### src/rtl/mbledhesi_pkg.sv
// Shared constants, flag bundle and geometry check for the segmented adder pipeline.
package mbledhesi_pkg;

    localparam int DEF_WIDTH  = 24;
    localparam int DEF_STAGES = 3;

    typedef struct packed {
        logic carry;
        logic overflow;
        logic zero;
        logic negative;
    } flags_t;

    // Operands must split into whole, equal segments.
    function automatic bit geometry_ok(input int width, input int stages);
        return (stages >= 1) && ((width % stages) == 0);
    endfunction

endpackage

### src/rtl/mbledhesi_segment.sv
// Combinational SEG-bit adder slice with carry out and carry-into-MSB tap.
module mbledhesi_segment #(
    parameter int SEG = 8
) (
    input  logic [SEG-1:0] a,
    input  logic [SEG-1:0] b,
    input  logic           cin,
    output logic [SEG-1:0] s,
    output logic           cout,
    output logic           c_msb
);

    always_comb begin
        {cout, s} = {1'b0, a} + {1'b0, b} + {{SEG{1'b0}}, cin};
        // Carry into the MSB falls out of the MSB sum bit.
        c_msb = s[SEG-1] ^ a[SEG-1] ^ b[SEG-1];
    end

endmodule

### src/rtl/mbledhesi_pipeline.sv
// Pipelined adder/subtractor split into STAGES carry-registered segments with valid/ready flow.
// Subtraction is built only when MBLEDHESI_PIPELINE_SUB_EN is defined.
module mbledhesi_pipeline
    import mbledhesi_pkg::*;
#(
    parameter int WIDTH  = DEF_WIDTH,
    parameter int STAGES = DEF_STAGES
) (
    input  logic             clk,
    input  logic             rst,
    input  logic             in_valid,
    output logic             in_ready,
    input  logic [WIDTH-1:0] a,
    input  logic [WIDTH-1:0] b,
    input  logic             cin,
    input  logic             op_sub,
    output logic             out_valid,
    input  logic             out_ready,
    output logic [WIDTH-1:0] sum,
    output logic             carryout,
    output logic             overflow,
    output logic             zero,
    output logic             negative
);

    localparam int SEG  = WIDTH / STAGES;
    localparam int LAST = STAGES - 1;
    localparam logic [WIDTH-1:0] ONES = '1;

    if (!geometry_ok(WIDTH, STAGES)) begin : g_geometry_check
        $error("mbledhesi_pipeline: WIDTH must be a multiple of STAGES");
    end

    logic             adv;
    logic [WIDTH-1:0] b_eff;
    logic             cin_eff;

`ifdef MBLEDHESI_PIPELINE_SUB_EN
    assign b_eff   = op_sub ? ~b : b;
    assign cin_eff = op_sub ? ~cin : cin;
`else
    logic op_sub_unused;
    assign op_sub_unused = op_sub;
    assign b_eff         = b;
    assign cin_eff       = cin;
`endif

    // Per-stage state: a_q/b_q carry the not-yet-added upper segments,
    // res_q carries the already-added lower segments.
    logic [STAGES-1:0] valid_q, valid_d;
    logic [STAGES-1:0] carry_q, carry_d;
    logic              cmsb_q, cmsb_d;
    logic [WIDTH-1:0]  res_q [STAGES];
    logic [WIDTH-1:0]  res_d [STAGES];
    logic [WIDTH-1:0]  a_q   [STAGES];
    logic [WIDTH-1:0]  a_d   [STAGES];
    logic [WIDTH-1:0]  b_q   [STAGES];
    logic [WIDTH-1:0]  b_d   [STAGES];

    logic [STAGES-1:0] src_v;
    logic [STAGES-1:0] src_c;
    logic [WIDTH-1:0]  src_a   [STAGES];
    logic [WIDTH-1:0]  src_b   [STAGES];
    logic [WIDTH-1:0]  src_r   [STAGES];
    logic [WIDTH-1:0]  seg_ext [STAGES];
    logic [STAGES-1:0] seg_cout;
    logic              cmsb_last;

    assign out_valid = valid_q[LAST];
    assign adv       = out_ready || !out_valid;
    assign in_ready  = adv;

    genvar gi;
    generate
        for (gi = 0; gi < STAGES; gi++) begin : g_stage
            logic [SEG-1:0] s_w;

            if (gi == 0) begin : g_src
                assign src_v[gi] = in_valid;
                assign src_c[gi] = cin_eff;
                assign src_a[gi] = a;
                assign src_b[gi] = b_eff;
                assign src_r[gi] = '0;
            end else begin : g_src
                assign src_v[gi] = valid_q[gi-1];
                assign src_c[gi] = carry_q[gi-1];
                assign src_a[gi] = a_q[gi-1];
                assign src_b[gi] = b_q[gi-1];
                assign src_r[gi] = res_q[gi-1];
            end

            if (gi == LAST) begin : g_seg
                mbledhesi_segment #(.SEG(SEG)) u_seg (
                    .a     (src_a[gi][gi*SEG +: SEG]),
                    .b     (src_b[gi][gi*SEG +: SEG]),
                    .cin   (src_c[gi]),
                    .s     (s_w),
                    .cout  (seg_cout[gi]),
                    .c_msb (cmsb_last)
                );
            end else begin : g_seg
                logic c_msb_unused;
                mbledhesi_segment #(.SEG(SEG)) u_seg (
                    .a     (src_a[gi][gi*SEG +: SEG]),
                    .b     (src_b[gi][gi*SEG +: SEG]),
                    .cin   (src_c[gi]),
                    .s     (s_w),
                    .cout  (seg_cout[gi]),
                    .c_msb (c_msb_unused)
                );
            end

            assign seg_ext[gi] = WIDTH'(s_w);
        end
    endgenerate

    always_comb begin
        valid_d = valid_q;
        carry_d = carry_q;
        cmsb_d  = cmsb_q;
        for (int k = 0; k < STAGES; k++) begin
            res_d[k] = res_q[k];
            a_d[k]   = a_q[k];
            b_d[k]   = b_q[k];
        end
        if (adv) begin
            valid_d = src_v;
            carry_d = seg_cout;
            cmsb_d  = cmsb_last;
            for (int k = 0; k < STAGES; k++) begin
                res_d[k] = (src_r[k] & ~(ONES << (k * SEG))) | (seg_ext[k] << (k * SEG));
                a_d[k]   = src_a[k] & (ONES << ((k + 1) * SEG));
                b_d[k]   = src_b[k] & (ONES << ((k + 1) * SEG));
            end
        end
    end

    always_ff @(posedge clk) begin
        if (rst) begin
            valid_q <= '0;
            carry_q <= '0;
            cmsb_q  <= 1'b0;
            for (int k = 0; k < STAGES; k++) begin
                res_q[k] <= '0;
                a_q[k]   <= '0;
                b_q[k]   <= '0;
            end
        end else begin
            valid_q <= valid_d;
            carry_q <= carry_d;
            cmsb_q  <= cmsb_d;
            for (int k = 0; k < STAGES; k++) begin
                res_q[k] <= res_d[k];
                a_q[k]   <= a_d[k];
                b_q[k]   <= b_d[k];
            end
        end
    end

    flags_t flags;

    // Signed overflow is carry-into-MSB xor carry-out-of-MSB.
    always_comb begin
        flags.carry    = carry_q[LAST];
        flags.overflow = cmsb_q ^ carry_q[LAST];
        flags.zero     = (res_q[LAST] == '0);
        flags.negative = res_q[LAST][WIDTH-1];
    end

    assign sum      = res_q[LAST];
    assign carryout = flags.carry;
    assign overflow = flags.overflow;
    assign zero     = flags.zero;
    assign negative = flags.negative;

endmodule

### config.mk
export PLATFORM = sky130hd
export DESIGN_NAME = mbledhesi_pipeline
export DESIGN_NICKNAME = d
export VERILOG_FILES = /design/src/rtl/mbledhesi_pkg.sv /design/src/rtl/mbledhesi_segment.sv /design/src/rtl/mbledhesi_pipeline.sv
export SDC_FILE = /design/constraint.sdc
export NUM_CORES = 1
export LEC_CHECK = 0
export CAP_MARGIN = 20
export CORE_AREA = 8 8 81 155
export CTS_CLUSTER_DIAMETER = 60
export DETAILED_ROUTE_END_ITERATION = 16
export DIE_AREA = 0 0 89 163
export GPL_TIMING_DRIVEN = 0
export MAX_ROUTING_LAYER = met4
export PLACE_DENSITY = 0.77
export SYNTH_ARGS = -nofsm -noshare
export SYNTH_HDL_FRONTEND = slang
export SYNTH_SLANG_ARGS = --single-unit
### constraint.sdc
create_clock -name clk -period 2.5 [get_ports clk]
set_input_delay 0.625 -clock clk [delete_from_list [all_inputs] [get_ports clk]]
set_output_delay 0.625 -clock clk [all_outputs]
set_load 0.1 [all_outputs]
Word level (Yosys, flattened, before mapping)
Memory sizes are Yosys's and may differ from the RTL's.
Index checks and enable logic that the tools add are counted.
W data, S select, Z words.
{"block": "classes", "add_sub_neg": 6, "n_eq_ne": 1, "n_mux": 15, "n_bitwise": 14, "reduce_logical": 4}
{"cell": "$mux W24", "n": 9}
{"cell": "$mux W72", "n": 3}
{"cell": "$add A8 B8 Y9", "n": 3}
{"cell": "$add A9 B1 Y9", "n": 3}
{"cell": "$logic_not A24 Y1", "n": 1}
{"cell": "$or A16 B24 Y24", "n": 1}
{"cell": "$or A8 B16 Y16", "n": 1}
{"cell": "$or A1 B1 Y1", "n": 9}
{"cell": "$mux W1", "n": 3}
{"cell": "$xor A1 B1 Y1", "n": 3}
{"cell": "$reduce_and A2 Y1", "n": 1}
{"cell": "$logic_not A1 Y1", "n": 1}
{"cell": "$logic_or A1 B1 Y1", "n": 1}
{"cell": "$ne A1 B1 Y1 const B", "n": 1}
{"block": "word_totals", "ff_bits": 7, "ramBits": 216, "input_bits": 54, "output_inout_bits": 30, "elab_cells": 46, "mem_count": 3}
{"memory": "a_q", "depth": 3, "word_bits": 24, "read_ports": 2, "rd_ports_with_merged_regs": 0, "write_ports": 3, "line": "mbledhesi_pipeline.sv:55", "rtl": "logic [WIDTH-1:0] a_q [STAGES];"}
{"memory": "b_q", "depth": 3, "word_bits": 24, "read_ports": 2, "rd_ports_with_merged_regs": 0, "write_ports": 3, "line": "mbledhesi_pipeline.sv:57", "rtl": "logic [WIDTH-1:0] b_q [STAGES];"}
{"memory": "res_q", "depth": 3, "word_bits": 24, "read_ports": 3, "rd_ports_with_merged_regs": 0, "write_ports": 3, "line": "mbledhesi_pipeline.sv:53", "rtl": "logic [WIDTH-1:0] res_q [STAGES];"}

Logic depth before layout (Yosys ltp)
Gate-level depths: netlist of run 1.
An unclocked memory read counts as a cell.
{"block": "depth", "ltp_word": 6, "ltp_mapped": 7, "depth_no_buf": 7}

By module
From an unflattened synthesis of run 1, not the netlist that was laid out.
{"block": "unflattened", "cells_unflattened": 506, "hier_area_um2": 5086.1}
{"module": "mbledhesi_pipeline", "n_inst": 1, "cells_each": 374, "area_per_inst_um2": 3957.5, "seq_area_each_um2": 2542.4}
{"module": "mbledhesi_segment at g_stage[1].g_seg.u_seg ...", "n_inst": 2, "cells_each": 44, "area_per_inst_um2": 376.6, "seq_area_each_um2": 0.0}
{"module": "mbledhesi_segment at g_stage[0].g_seg.u_seg", "n_inst": 1, "cells_each": 44, "area_per_inst_um2": 375.4, "seq_area_each_um2": 0.0}

Worst setup path before layout of run 1
No wires, ideal clock.
{"block": "synth_timing", "kind": "flip-flop to output port", "from": "register carry_q[2]", "to": "output port overflow", "arrival_time_ns": 2.447, "required_time_ns": 1.875, "path_slack_ns": -0.572, "path_stages_with_launch": 2, "path_buffers": 0, "cell_sequence": "dfxtp_1 xor2_1"}
{"block": "synth_via", "elab_chain_cells": 1}
{"element": "start, declared", "line": "mbledhesi_pipeline.sv:51", "rtl": "logic [STAGES-1:0] carry_q, carry_d;"}
{"element": "start signal, assigned", "line": "mbledhesi_pipeline.sv:150", "rtl": "carry_q <= carry_d;"}
{"element": "$xor A1 B1 Y1", "line": "mbledhesi_pipeline.sv:165", "rtl": "flags.overflow = cmsb_q ^ carry_q[LAST];"}
{"element": "end, declared", "line": "mbledhesi_pipeline.sv:21", "rtl": "output logic overflow,"}
No other way between the ends.

==> flow_summary.ini, run 1 <==
[sta]
report.final.slew_viol_count = 0
rsz0062_at_grt = yes
hold_viol_final = 0
fmax_mhz = 409
relSlewSlack_pct = 33.2
fin_crit_ns = 2.44
finalClockSkew_ns = 0.00610
worst_slew_pin_slew_ns = 1.01
post-route-period-util_pct = 97.7
finalSetupViolCount = 0
setup_ws_ns = 0.0576

[placement]
portBuffers = 82
placed_cells = 695
place_area_mm2 = 0.00593
globalplace.congestion = 0.886
dpl_worst_slack_ns = -1.03
hpwl_um = 8600

[clock_tree]
htree_levels = 3
cts_tree = done
root_buffer = clkbuf_16
cts_buffers = 9
cts_setup_buffers = 0
path_clk_slew_ns = 0.07
cts_sinks = 103
cts_hold_buffers = 0
clk_path_buf_depth = 2
clk_latency_ns = 0.35

[synthesis]
synth-edff-count = 48
synth_top_area_cell = edfxtp_1
avgSynthCellArea_um2 = 10.3
yosys-top-cells-count = 81 x nand2_1, 55 x dfxtp_1, 51 x nor2b_1
yosys.area.top_type_share_pct = 29.3
synthArstFlopShare_pct = 0
yosysSeqAreaShare_pct = 51.6
yosysMostFrequentCell = nand2_1
yosys.cell_types.count = 45
synth_fp_nets = 557
yosysWarnings = 0
synth.cell_area_mm2 = 0.00492
ys.flop_type = dfxtp_1
yosys-top-cells-area = edfxtp_1 29%, dfxtp_1 22%, nor2b_1 6.5%
synth-seq-cells = 103
syn_inst = 476

[power]
peakVddDrop_v = 0.000530
p_total_mw = 4.14
p_leak_nw = 2.68
cellPowerDensity_mw_per_mm2 = 662

[final_layout]
antennaDiodeCount = 0
fin_nets = 650
seqCellArea_mm2 = 0.00254
drive_gt1_share_pct = 13.9
fill_cells = 950
syn2layout_area_growth_pct = 26.9
finalInstanceArea_mm2 = 0.00625
stdcell_count = 711
multi_input_area_mm2 = 0.00211

[floorplanning]
io_pins = 84
start_util_pct = 47.0
die_x_um = 89
die_h_um = 163
design.core.area_mm2 = 0.0105
rows = 53
dieArea_mm2 = 0.0145

[setup_path]
path_class = reg -> out
rrSetupSlack_ns = 0.11
cpMaxStageDelayCell = dlygate4sd2_1
cp.arrival_ns = 1.82
path_buf_inv = 2
cp_top_family = buffers and inverters
slowest_delay_ns = 0.84
cp_cell_sequence = buf_4 -> dlygate4sd2_1
critPathCaptureType = primary output
cp_max_fo = 4
worstSetupStartpointType = flop
required_ns = 1.88

[grt]
grt_pass1_vias = 3935
grt_antenna_before_repair = 0
track_usage_pct = 16.7
grt_max_degree = 49
grt_pass1_wl_um = 18200
grt_overflow = 0

[drt]
drtIter0Drc = 165
drt_pass1_iterations = 4
drc = 0
top_layer_used = met4
wl_met2_um = 6250
wirelength_um = 11100
wl_met3_um = 460
via_per_inst = 5.25
antenna_left = 0
via_count = 3735
wl_per_cell_um = 15.6
wl_met1_um = 4030

[min_path]
hp-class = reg -> reg

[run_status]
status = completed

[flow_run]
maxCapViolations = 0
[placed cells by master (no fill, tap or decap), types with 5 or more instances in the layout]
cell type | Yosys | layout
a211oi_1 | 10 | 7
edfxtp_1 | 48 | 48
a21o_1 | 5 | 5
clkdlybuf4s50_1 | 0 | 52
ha_1 | 21 | 21
clkbuf_1 | 6 | 6
clkbuf_16 | 0 | 9
buf_2 | 12 | 11
xnor2_1 | 5 | 5
nand2_1 | 81 | 80
dfxtp_1 | 55 | 54
o21ai_0 | 7 | 7
nor2_1 | 13 | 12
dlygate4sd2_1 | 0 | 28
or4_1 | 5 | 5
nand3_1 | 10 | 10
buf_4 | 28 | 30
a21oi_1 | 47 | 46
nor2b_1 | 51 | 51
o21ai_1 | 5 | 5
[tightest hold or removal path: stages (launching register included)]
cell	delay, ns
dfxtp_1	0.31
nand2_1	0.05
a21oi_1	0.05
[registers in the layout, summed over array words and instances, names as in the netlist]
name and cells:
res_q 48, valid_q 3, carry_q 3, b_q 24
a_q 24, cmsb_q 1
[metal layers]
metal,track usage (%),vias to the layer above
met2,30.7,112
met5,-,-
met1,15.6,1756
met3,3.44,25
li1,-,1842
met4,7.70,0
[metrics by stage]
step                      util [%]  hold WS [ns]  setup TNS (ns)
after floorplan                  -         0.432         -0.0346
after global placement        56.6         0.440          -25.65
after detailed placement      56.6         0.443          -30.43
after CTS                     59.5         0.454               0
after global routing          59.6         0.471         -0.0400
final                         59.6         0.455               0
[logic make-up (layout without fill, tap and decap cells)]
kind of cell               after synthesis  after routing  share of synthesized area [%]
adders and majority gates               27             27                           7.78
buffers and inverters                   51            149                           6.63
and+or+nand+nor                        186            186                           18.9
xor gates and xnor gates                 9              9                           1.88
AOI/OAI and AO/OA                       96             96                           12.4
DFF                                    103            103                           51.6
muxes                                    4              4                          0.813
[report_power, final]
group          total (mW)  internal [mW]  leakage (nW)  switching (mW)
Sequential           1.95           1.88          1.01          0.0675
Combinational       0.826          0.318          1.53           0.508
Clock                1.36          0.699         0.142           0.664
Total                4.14           2.90          2.68            1.24
[final timing paths]
path | start | endpoint | cells after the start
setup / recovery | res_q[0][71] | sum[23] | 2
hold / removal | res_q[0][36] | res_q[0][36] | 2
hold reg to reg | res_q[0][36] | res_q[0][36] | 2
setup reg to reg | a_q[0][40] | carry_q[2] | 7
[area by class of cell]
cell class,count,area share [%]
plain buffers,49,5.27
clock buffers,9,3.60
clock inverters,7,0.981
inverters,2,0.200
multi-input cells,322,33.8
flip-flops and latches,103,40.7
well taps,137,2.74
repair buffers,82,12.7
[what timing repair did]
action                     in CTS  in global routing
pin swaps                       0                  2
setup endpoints to repair      79                  4
resized for setup              54                  3
Note: power is estimated with default switching activity, not from simulation.
==> run 2, diff against run 1 <==
--- a/config.mk
+++ b/config.mk
@@ -11,6 +11,7 @@
 export DETAILED_ROUTE_END_ITERATION = 16
 export DIE_AREA = 0 0 89 163
 export GPL_TIMING_DRIVEN = 0
+export HOLD_SLACK_MARGIN = 0.1
 export MAX_ROUTING_LAYER = met4
 export PLACE_DENSITY = 0.77
 export SYNTH_ARGS = -nofsm -noshare
==> results of run 2 <==
No change in the layout: final DEF, timing and power equal those of run 1.
